--- config.mk ---
export PLATFORM = sky130hd
export DESIGN_NAME = pong_game_ctrl
export DESIGN_NICKNAME = d
export VERILOG_FILES = /design/src/rtl/pong_pkg.sv /design/src/rtl/frame_timer.sv /design/src/rtl/pong_game_ctrl.sv
export SDC_FILE = /design/constraint.sdc
export NUM_CORES = 1
export LEC_CHECK = 0
export ABC_CLOCK_PERIOD_IN_PS = 5130
export CELL_PAD_IN_SITES_DETAIL_PLACEMENT = 2
export CELL_PAD_IN_SITES_GLOBAL_PLACEMENT = 2
export CORE_UTILIZATION = 30
export DETAILED_ROUTE_END_ITERATION = 8
export GPL_TIMING_DRIVEN = 1
export PLACE_DENSITY_LB_ADDON = 0.1
export SLEW_MARGIN = 10
export SYNTH_ARGS = -nofsm -noshare
export SYNTH_HDL_FRONTEND = slang
export SYNTH_SLANG_ARGS = --single-unit
--- constraint.sdc ---
create_clock -name clk -period 5.13 [get_ports clk]
set_clock_uncertainty 0.2 [all_clocks]
set_input_delay 0.513 -clock clk [delete_from_list [all_inputs] [get_ports clk]]
set_output_delay 0.513 -clock clk [all_outputs]
set_load 0.02 [all_outputs]
--- src/rtl/pong_pkg.sv ---
// Shared types and constants for the pong game sequencing logic.
package pong_pkg;

  typedef enum logic [1:0] {
    IDLE      = 2'd0,
    SERVE     = 2'd1,
    PLAY      = 2'd2,
    GAME_OVER = 2'd3
  } game_state_t;

  localparam logic [1:0] LEVEL_MAX   = 2'd3;
  localparam logic       SERVE_RIGHT = 1'b1;
  localparam logic       SERVE_LEFT  = 1'b0;

endpackage

--- src/rtl/frame_timer.sv ---
// Loadable frame down-counter. It steps once per enabled frame and flags when it reaches zero.
module frame_timer #(
  parameter int W = 1
) (
  input  logic         clk,
  input  logic         rst,
  input  logic         load,
  input  logic [W-1:0] load_val,
  input  logic         en,
  output logic         zero
);

  logic [W-1:0] count;

  // Load has priority over the decrement, and the counter parks at zero.
  always_ff @(posedge clk) begin
    if (rst)                   count <= '0;
    else if (load)             count <= load_val;
    else if (en && count != '0) count <= count - 1'b1;
  end

  assign zero = (count == '0);

endmodule

--- src/rtl/pong_game_ctrl.sv ---
// Game sequencer: serve countdown, rally speed escalation, scoring and match end.
module pong_game_ctrl
  import pong_pkg::*;
#(
  parameter int SERVE_FRAMES = 60,
  parameter int LEVEL_FRAMES = 600,
  parameter int WIN_SCORE    = 7,
  parameter int SCORE_W      = 4
) (
  input  logic               clk,
  input  logic               rst,
  input  logic               start,
  input  logic               finish_frame,
  input  logic               p1_win,
  input  logic               p2_win,
  output logic               origin,
  output logic               serve,
  output logic [1:0]         level_state,
  output logic [SCORE_W-1:0] score1,
  output logic [SCORE_W-1:0] score2,
  output logic               game_over,
  output logic               winner
);

  localparam int MAX_FRAMES = (SERVE_FRAMES > LEVEL_FRAMES) ? SERVE_FRAMES : LEVEL_FRAMES;
  localparam int CNT_W      = (MAX_FRAMES > 1) ? $clog2(MAX_FRAMES) : 1;
  localparam logic [CNT_W-1:0]   SERVE_LOAD = CNT_W'(SERVE_FRAMES - 1);
  localparam logic [CNT_W-1:0]   LEVEL_LOAD = CNT_W'(LEVEL_FRAMES - 1);
  localparam logic [SCORE_W-1:0] WIN_S      = SCORE_W'(WIN_SCORE);

  game_state_t        state, state_n;
  logic [SCORE_W-1:0] score1_n, score2_n, score1_inc, score2_inc;
  logic [1:0]         level_n;
  logic               serve_n, winner_n;
  logic               tmr_load, tmr_en, tmr_zero;
  logic [CNT_W-1:0]   tmr_val;

  assign score1_inc = score1 + 1'b1;
  assign score2_inc = score2 + 1'b1;

  frame_timer #(.W(CNT_W)) u_timer (
    .clk      (clk),
    .rst      (rst),
    .load     (tmr_load),
    .load_val (tmr_val),
    .en       (tmr_en),
    .zero     (tmr_zero)
  );

  // State and game registers; reset wins from any state.
  always_ff @(posedge clk) begin
    if (rst) begin
      state       <= IDLE;
      score1      <= '0;
      score2      <= '0;
      level_state <= 2'd0;
      serve       <= SERVE_RIGHT;
      winner      <= 1'b0;
    end else begin
      state       <= state_n;
      score1      <= score1_n;
      score2      <= score2_n;
      level_state <= level_n;
      serve       <= serve_n;
      winner      <= winner_n;
    end
  end

  // Next-state and next-register decode; a point in PLAY overrides any level step.
  always_comb begin
    state_n  = state;
    score1_n = score1;
    score2_n = score2;
    level_n  = level_state;
    serve_n  = serve;
    winner_n = winner;
    tmr_load = 1'b0;
    tmr_val  = '0;
    tmr_en   = 1'b0;
    case (state)
      IDLE: begin
        if (start) begin
          state_n  = SERVE;
          tmr_load = 1'b1;
          tmr_val  = SERVE_LOAD;
        end
      end
      SERVE: begin
        if (finish_frame) begin
          if (tmr_zero) begin
            state_n  = PLAY;
            level_n  = 2'd0;
            tmr_load = 1'b1;
            tmr_val  = LEVEL_LOAD;
          end else begin
            tmr_en = 1'b1;
          end
        end
      end
      PLAY: begin
        if (p1_win || p2_win) begin
          level_n  = 2'd0;
          tmr_load = 1'b1;
          tmr_val  = SERVE_LOAD;
          state_n  = SERVE;
          if (p1_win) begin
            score1_n = score1_inc;
            serve_n  = SERVE_RIGHT;
            if (score1_inc == WIN_S) begin
              state_n  = GAME_OVER;
              winner_n = 1'b0;
            end
          end else begin
            score2_n = score2_inc;
            serve_n  = SERVE_LEFT;
            if (score2_inc == WIN_S) begin
              state_n  = GAME_OVER;
              winner_n = 1'b1;
            end
          end
        end else if (finish_frame) begin
          if (tmr_zero) begin
            tmr_load = 1'b1;
            tmr_val  = LEVEL_LOAD;
            level_n  = (level_state == LEVEL_MAX) ? LEVEL_MAX : level_state + 2'd1;
          end else begin
            tmr_en = 1'b1;
          end
        end
      end
      GAME_OVER: begin
        if (start) begin
          state_n  = SERVE;
          score1_n = '0;
          score2_n = '0;
          serve_n  = SERVE_RIGHT;
          tmr_load = 1'b1;
          tmr_val  = SERVE_LOAD;
        end
      end
      default: state_n = IDLE;
    endcase
  end

  assign origin    = (state != PLAY);
  assign game_over = (state == GAME_OVER);

endmodule
==> results.yml, run 1 <==
die:
  ioPinCount: 20
  start_util: 0.313
  die_w_um: 72.4
  die-area_mm2: 0.00524
  num_rows: 25
  core_mm2: 0.00475
  die_h_um: 72.4
yosys:
  async_flop_share: 0
  synth_seq_cells: 24
  synth_top_flop_cell: "dfxtp_1"
  synth_top_cell_by_area: "dfxtp_1"
  synth.avg_cell_area_um2: 8.70
  synth-edff-count: 0
  ys_types: 44
  synth_nets: 187
  synth_warnings: 0
  synthTopCellsByCount: "24 x dfxtp_1, 20 x nor2_1, 14 x inv_1"
  synth_top_area_frac: 0.323
  synthCells: 171
  seq_area_frac_synth: 0.323
  yosysMostFrequentCell: "dfxtp_1"
  synth_area_mm2: 0.00149
  synth_area_leaders: "dfxtp_1 32%, ha_1 8.4%, nor2_1 5.0%"
worst_setup_path:
  crit_path_end_kind: "flip-flop"
  crit_path_frequent_cell: "o21ai_0"
  critPathRequiredTime_ns: 5.10
  path_cells: "clkdlybuf4s50_1, o21ai_0, a21o_1, a21boi_0, o21ai_0, a221oi_2"
  cp.arrival_ns: 2.77
  max_stage_delay_ns: 0.72
  reg2reg_slack_ns: 2.35
  cp_max_fo: 7
  critPathBufInv: 1
  cp_slowest_cell: "a21boi_0"
  worstSetupPathType: "in2reg"
  start_kind: "input port"
  cp_top_family: "compound AO/OA/AOI/OAI gates"
detailed_routing:
  wl_um: 4100
  drc_errors: 0
  drtAntennaViolNets: 0
  num_vias: 1316
  drt-pass1-iter-count: 4
  avgRoutedWirePerCell_um: 15.9
  vias_per_cell: 5.10
  drt-initial-drc-count: 27
job:
  maxCapViolCount: 0
cts:
  post_cts_buffers: 0
  clk_latency_ns: 0.27
  cts_tree: "yes"
  cts_made_buffers: 3
  clock_sinks: 24
  clock_path_buffers: 2
  ctsRootBufferMaster: "clkbuf_8"
  cts_hold_buf: 0
  htree_num_levels: 1
  clk_pin_slew_ns: 0.09
  cts_resized: 0
power:
  p_leak_nw: 0.649
  p_total_w: 0.000939
  p_comb_frac: 0.567
  pwr-share-seq: 0.292
  p_int_w: 0.000513
  swShare: 0.454
  powerDensity_mw_per_mm2: 520
  clockPowerShare: 0.142
  p_sw_w: 0.000426
  vdd_ir_drop_max_mv: 0.137
finish:
  antenna_cells: 0
  nFillCells: 551
  drive_above_1_share: 0.120
  areaGrowthSynthToFinish_pct: 21.3
  final_nets: 208
global_routing:
  grt_pass1_vias: 1432
  antenna_found_initial: 0
  grtUsageTotal: 0.171
  grt_max_degree: 25
  grt_pass1_wl_um: 6970
  grt_overflow: 0
sta:
  slew_headroom: 0.348
  fin_setup_tns_ns: 0
  fin_crit_ns: 2.80
  hold_violations: 0
  setup_violations: 0
  final_max_slew_viol_count: 0
  fin_crit_sh: 0.545
  fmax_mhz: 358
  tightestPinTransition_ns: 0.976
  rsz0062_at_grt: "no"
placement:
  dp_hpwl_um: 3120
  io_buffers: 19
  gp_congestion: 0.806
outcome:
  outcome: "completed"
min_path:
  hold_class: "reg2reg"
==> path summary, 6_finish.rpt <==
kind / start / endpoint / depth (start not counted)
min reg2reg: serve$_SDFFE_PP1P_ / serve$_SDFFE_PP1P_ / 2
max: p1_win / u_timer.count[6]$_SDFFE_PP0P_ / 6
max reg2reg: state[0]$_SDFFE_PP0P_ / u_timer.count[5]$_SDFFE_PP0P_ / 7
min: serve$_SDFFE_PP1P_ / serve$_SDFFE_PP1P_ / 2
==> placed cells by master, fill, tap and decap left out, types with 3 or more instances in the layout <==
cell type and n:
a211oi_1 3, a21oi_1 11, clkbuf_8 4, clkdlybuf4s50_1 19
dfxtp_1 24, ha_1 10, inv_1 14, mux2_2 3
nand2_1 6, nand3_1 3, nand4_1 3, nor2_1 20
nor3_1 12, o21ai_0 7, o21ai_1 3, o22ai_1 4
xnor2_1 8
==> worst min-delay path: cells and delay by family, from the launching register on <==
family	cells	cell delay (ns)
DFF	1	0.36
AOI/OAI and AO/OA	1	0.09
and+or+nand+nor	1	0.06
==> sequential cells by signal, summed over array words and instances (netlist names) <==
signal         count
u_timer.count     10
score1             4
score2             4
level_state        2
state              2
serve              1
winner             1
==> power by group through the flow <==
stage | registers, W | logic [W] | clock network (W)
final | 0.000274 | 0.000532 | 0.000133
after floorplan | 0.000274 | 0.000397 | 0
after CTS | 0.000275 | 0.000539 | 0.000138
after detailed placement | 0.000279 | 0.000534 | 0
after global routing | 0.000281 | 0.000584 | 0.000147
after global placement | 0.000277 | 0.000518 | 0
==> area by class of cell <==
cell class | count | area, um2 | area share
flip-flops and latches | 24 | 480 | 0.266
inverters | 14 | 52.6 | 0.0291
multi-input cells | 130 | 942 | 0.522
clock buffers | 4 | 55.1 | 0.0305
well taps | 67 | 83.8 | 0.0465
repair buffers | 19 | 190 | 0.105
==> metrics by stage <==
stage,instance area (um2),cells,worst slack (ns),hold WS (ns),util
5_1_grt,1800,258,2.07,0.352,0.379
4_1_cts,1800,258,2.32,0.343,0.379
3_3_place_gp,1750,254,2.17,0.305,0.368
6_report,1800,258,2.33,0.328,0.379
2_1_floorplan,1490,171,2.89,0.286,-
3_5_place_dp,1750,254,2.06,0.318,0.368
==> cell families (layout without fill, tap and decap cells) <==
logic type / count (synthesis) / in the layout / share of synthesized area
simple gates: 63 / 63 / 0.245
compound gates: 40 / 40 / 0.189
flops: 24 / 24 / 0.323
buf+inv: 17 / 37 / 0.0437
fa+ha+maj: 10 / 10 / 0.0841
xor+xnor: 10 / 10 / 0.0589
mux: 7 / 7 / 0.0563
==> metal layers <==
layer  vias to the layer above  routed length (um)  global-route usage
met4                         0                  27              0.0392
met5                         -                   0                   0
li1                        649                   -                   -
met1                       650                1930               0.221
met2                        15                2080               0.302
met3                         2                  67              0.0208
Note: power is estimated with default switching activity, not from simulation.
==> run 2: changes to the inputs <==
--- a/config.mk
+++ b/config.mk
@@ -5,7 +5,7 @@
 export SDC_FILE = /design/constraint.sdc
 export NUM_CORES = 1
 export LEC_CHECK = 0
-export ABC_CLOCK_PERIOD_IN_PS = 5130
+export ABC_CLOCK_PERIOD_IN_PS = 2900
 export CELL_PAD_IN_SITES_DETAIL_PLACEMENT = 2
 export CELL_PAD_IN_SITES_GLOBAL_PLACEMENT = 2
 export CORE_UTILIZATION = 30
==> constraint.sdc (replaced) <==
create_clock -name clk -period 2.9 [get_ports clk]
set_clock_uncertainty 0.2 [all_clocks]
set_input_delay 0.29 -clock clk [delete_from_list [all_inputs] [get_ports clk]]
set_output_delay 0.29 -clock clk [all_outputs]
set_load 0.02 [all_outputs]
==> run 2 against run 1 <==
Effect of this change:
- worst setup slack got worse by 1.8 ns
- final cell count up 1.2%
- clock-buffer cell count unchanged
- via count grew 1.8%
- routed wire length rose by 2.4%
- register-to-register slack worse by 1.8 ns
- die area unchanged
- hold slack improved by 0.010 ns
- largest power group unchanged
==> results.yml, run 2 (same netlist as run 1, synthesis figures left out) <==
worst_setup_path:
  crit_start: "state[0]$_SDFFE_PP0P_"
  path_cells: "inv_1, ha_1, nor3b_2, o21ai_1, or4_1, xor2_1, a21oi_1"
  cp_slowest_cell: "or4_1"
  max_stage_delay_ns: 0.54
  start_kind: "flip-flop"
  reg2reg_slack_ns: 0.51
  rr_startpoint: "state[0]$_SDFFE_PP0P_"
  critPathBufInv: 1
  cp.arrival_ns: 2.39
  cp.depth: 7
  worstSetupPathType: "reg2reg"
  crit_path_end_kind: "flip-flop"
  cp_max_fo: 11
  cp_top_family: "simple AND/OR/NAND/NOR gates"
  critPathRequiredTime_ns: 2.90
  reg2reg_depth: 7
die:
  num_rows: 25
  core_mm2: 0.00475
  die_w_um: 72.4
  die_h_um: 72.4
  start_util: 0.313
  die-area_mm2: 0.00524
  ioPinCount: 20
sta:
  fin_crit_ns: 2.39
  rsz0062_at_grt: "no"
  fin_setup_tns_ns: 0
  final_max_slew_viol_count: 0
  tightestPinTransition_ns: 0.647
  fmax_mhz: 418
  slew_headroom: 0.564
  fin_crit_sh: 0.824
  setup_violations: 0
  hold_violations: 0
cts:
  post_cts_buffers: 0
  clk_pin_slew_ns: 0.09
  htree_num_levels: 1
  clk_latency_ns: 0.27
  ctsRootBufferMaster: "clkbuf_8"
  clock_sinks: 24
  clock_path_buffers: 2
  cts_made_buffers: 3
  cts_hold_buf: 0
  cts_resized: 0
  cts_tree: "yes"
finish:
  regMostFlops: "u_timer.count"
  layout_commonest_cell: "dfxtp_1"
  areaGrowthSynthToFinish_pct: 22.8
  nFillCells: 553
  post-route-util: 0.384
  drive_above_1_share: 0.134
  reg_top3: "u_timer.count (10), score1 (4), score2 (4)"
  antenna_cells: 0
  largest_reg_flops: 10
  final_cell_mix: "24 x dfxtp_1, 20 x nor2_1, 19 x clkdlybuf4s50_1"
  final_nets: 211
detailed_routing:
  wl_um: 4200
  drtAntennaViolNets: 0
  drt-initial-drc-count: 40
  vias_per_cell: 5.13
  avgRoutedWirePerCell_um: 16.1
  drt-pass1-iter-count: 4
  num_vias: 1340
  drc_errors: 0
min_path:
  min-delay-start: "level_state[1]$_SDFFE_PP0P_"
  whs_path_depth: 2
  hold_class: "reg2reg"
placement:
  io_buffers: 19
  dp_hpwl_um: 3270
  gp_congestion: 0.759
global_routing:
  grt_overflow: 0
  antenna_found_initial: 0
  grt_pass1_vias: 1450
  grt_pass1_wl_um: 7300
  grtUsageTotal: 0.181
  grt_max_degree: 25
power:
  vdd_ir_drop_max_mv: 0.240
  powerDensity_mw_per_mm2: 923
  p_leak_nw: 0.664
outcome:
  outcome: "completed"
job:
  maxCapViolCount: 0
run 2: cell count changes in the layout (fill, tap and decap cells not counted):
cell,change
buf_4,+3
run 2: final timing paths:
kind,end
worst min register to register,level_state[1]$_SDFFE_PP0P_
worst max register to register,u_timer.count[5]$_SDFFE_PP0P_
worst max-delay path,u_timer.count[5]$_SDFFE_PP0P_
worst min-delay path,level_state[1]$_SDFFE_PP0P_
run 2: metal layers:
layer	track usage	wire length [um]	part of all wire	up-vias
met5	0	0	0	-
met4	0.0479	46	0.011	0
met3	0.0306	94	0.022	5
met2	0.320	2110	0.50	16
met1	0.226	1950	0.46	661
li1	-	-	-	658
run 2: worst min-delay path, stage by stage, from the launching register on:
cell and delay (ns):
dfxtp_1 0.33, a21oi_1 0.12, nor3_1 0.05
run 2: report_power, final:
part | internal [W] | switching (W)
clock network | 0.000121 | 0.000115
logic | 0.000397 | 0.000566
registers | 0.000404 | 0.0000840
total | 0.000923 | 0.000764
run 2: cell type report:
type,instances,area (um2),area share
clock buffer,4,55.1,0.0301
inverter,14,52.6,0.0288
multi-input combinational,130,942,0.516
sequential,24,480,0.263
tap,67,83.8,0.0459
timing repair buffer,22,213,0.116
run 2: metrics by stage:
step | power [W] | worst slack, ns | cell area (um2) | cells | hold slack (ns)
finish | 0.00169 | 0.510 | 1830 | 261 | 0.339
CTS | 0.00172 | 0.483 | 1830 | 261 | 0.348
floorplan | 0.00119 | 0.659 | 1490 | 171 | 0.156
global placement | 0.00143 | 0.522 | 1770 | 257 | 0.312
global route | 0.00182 | 0.298 | 1830 | 261 | 0.384
detailed placement | 0.00147 | 0.469 | 1770 | 257 | 0.329
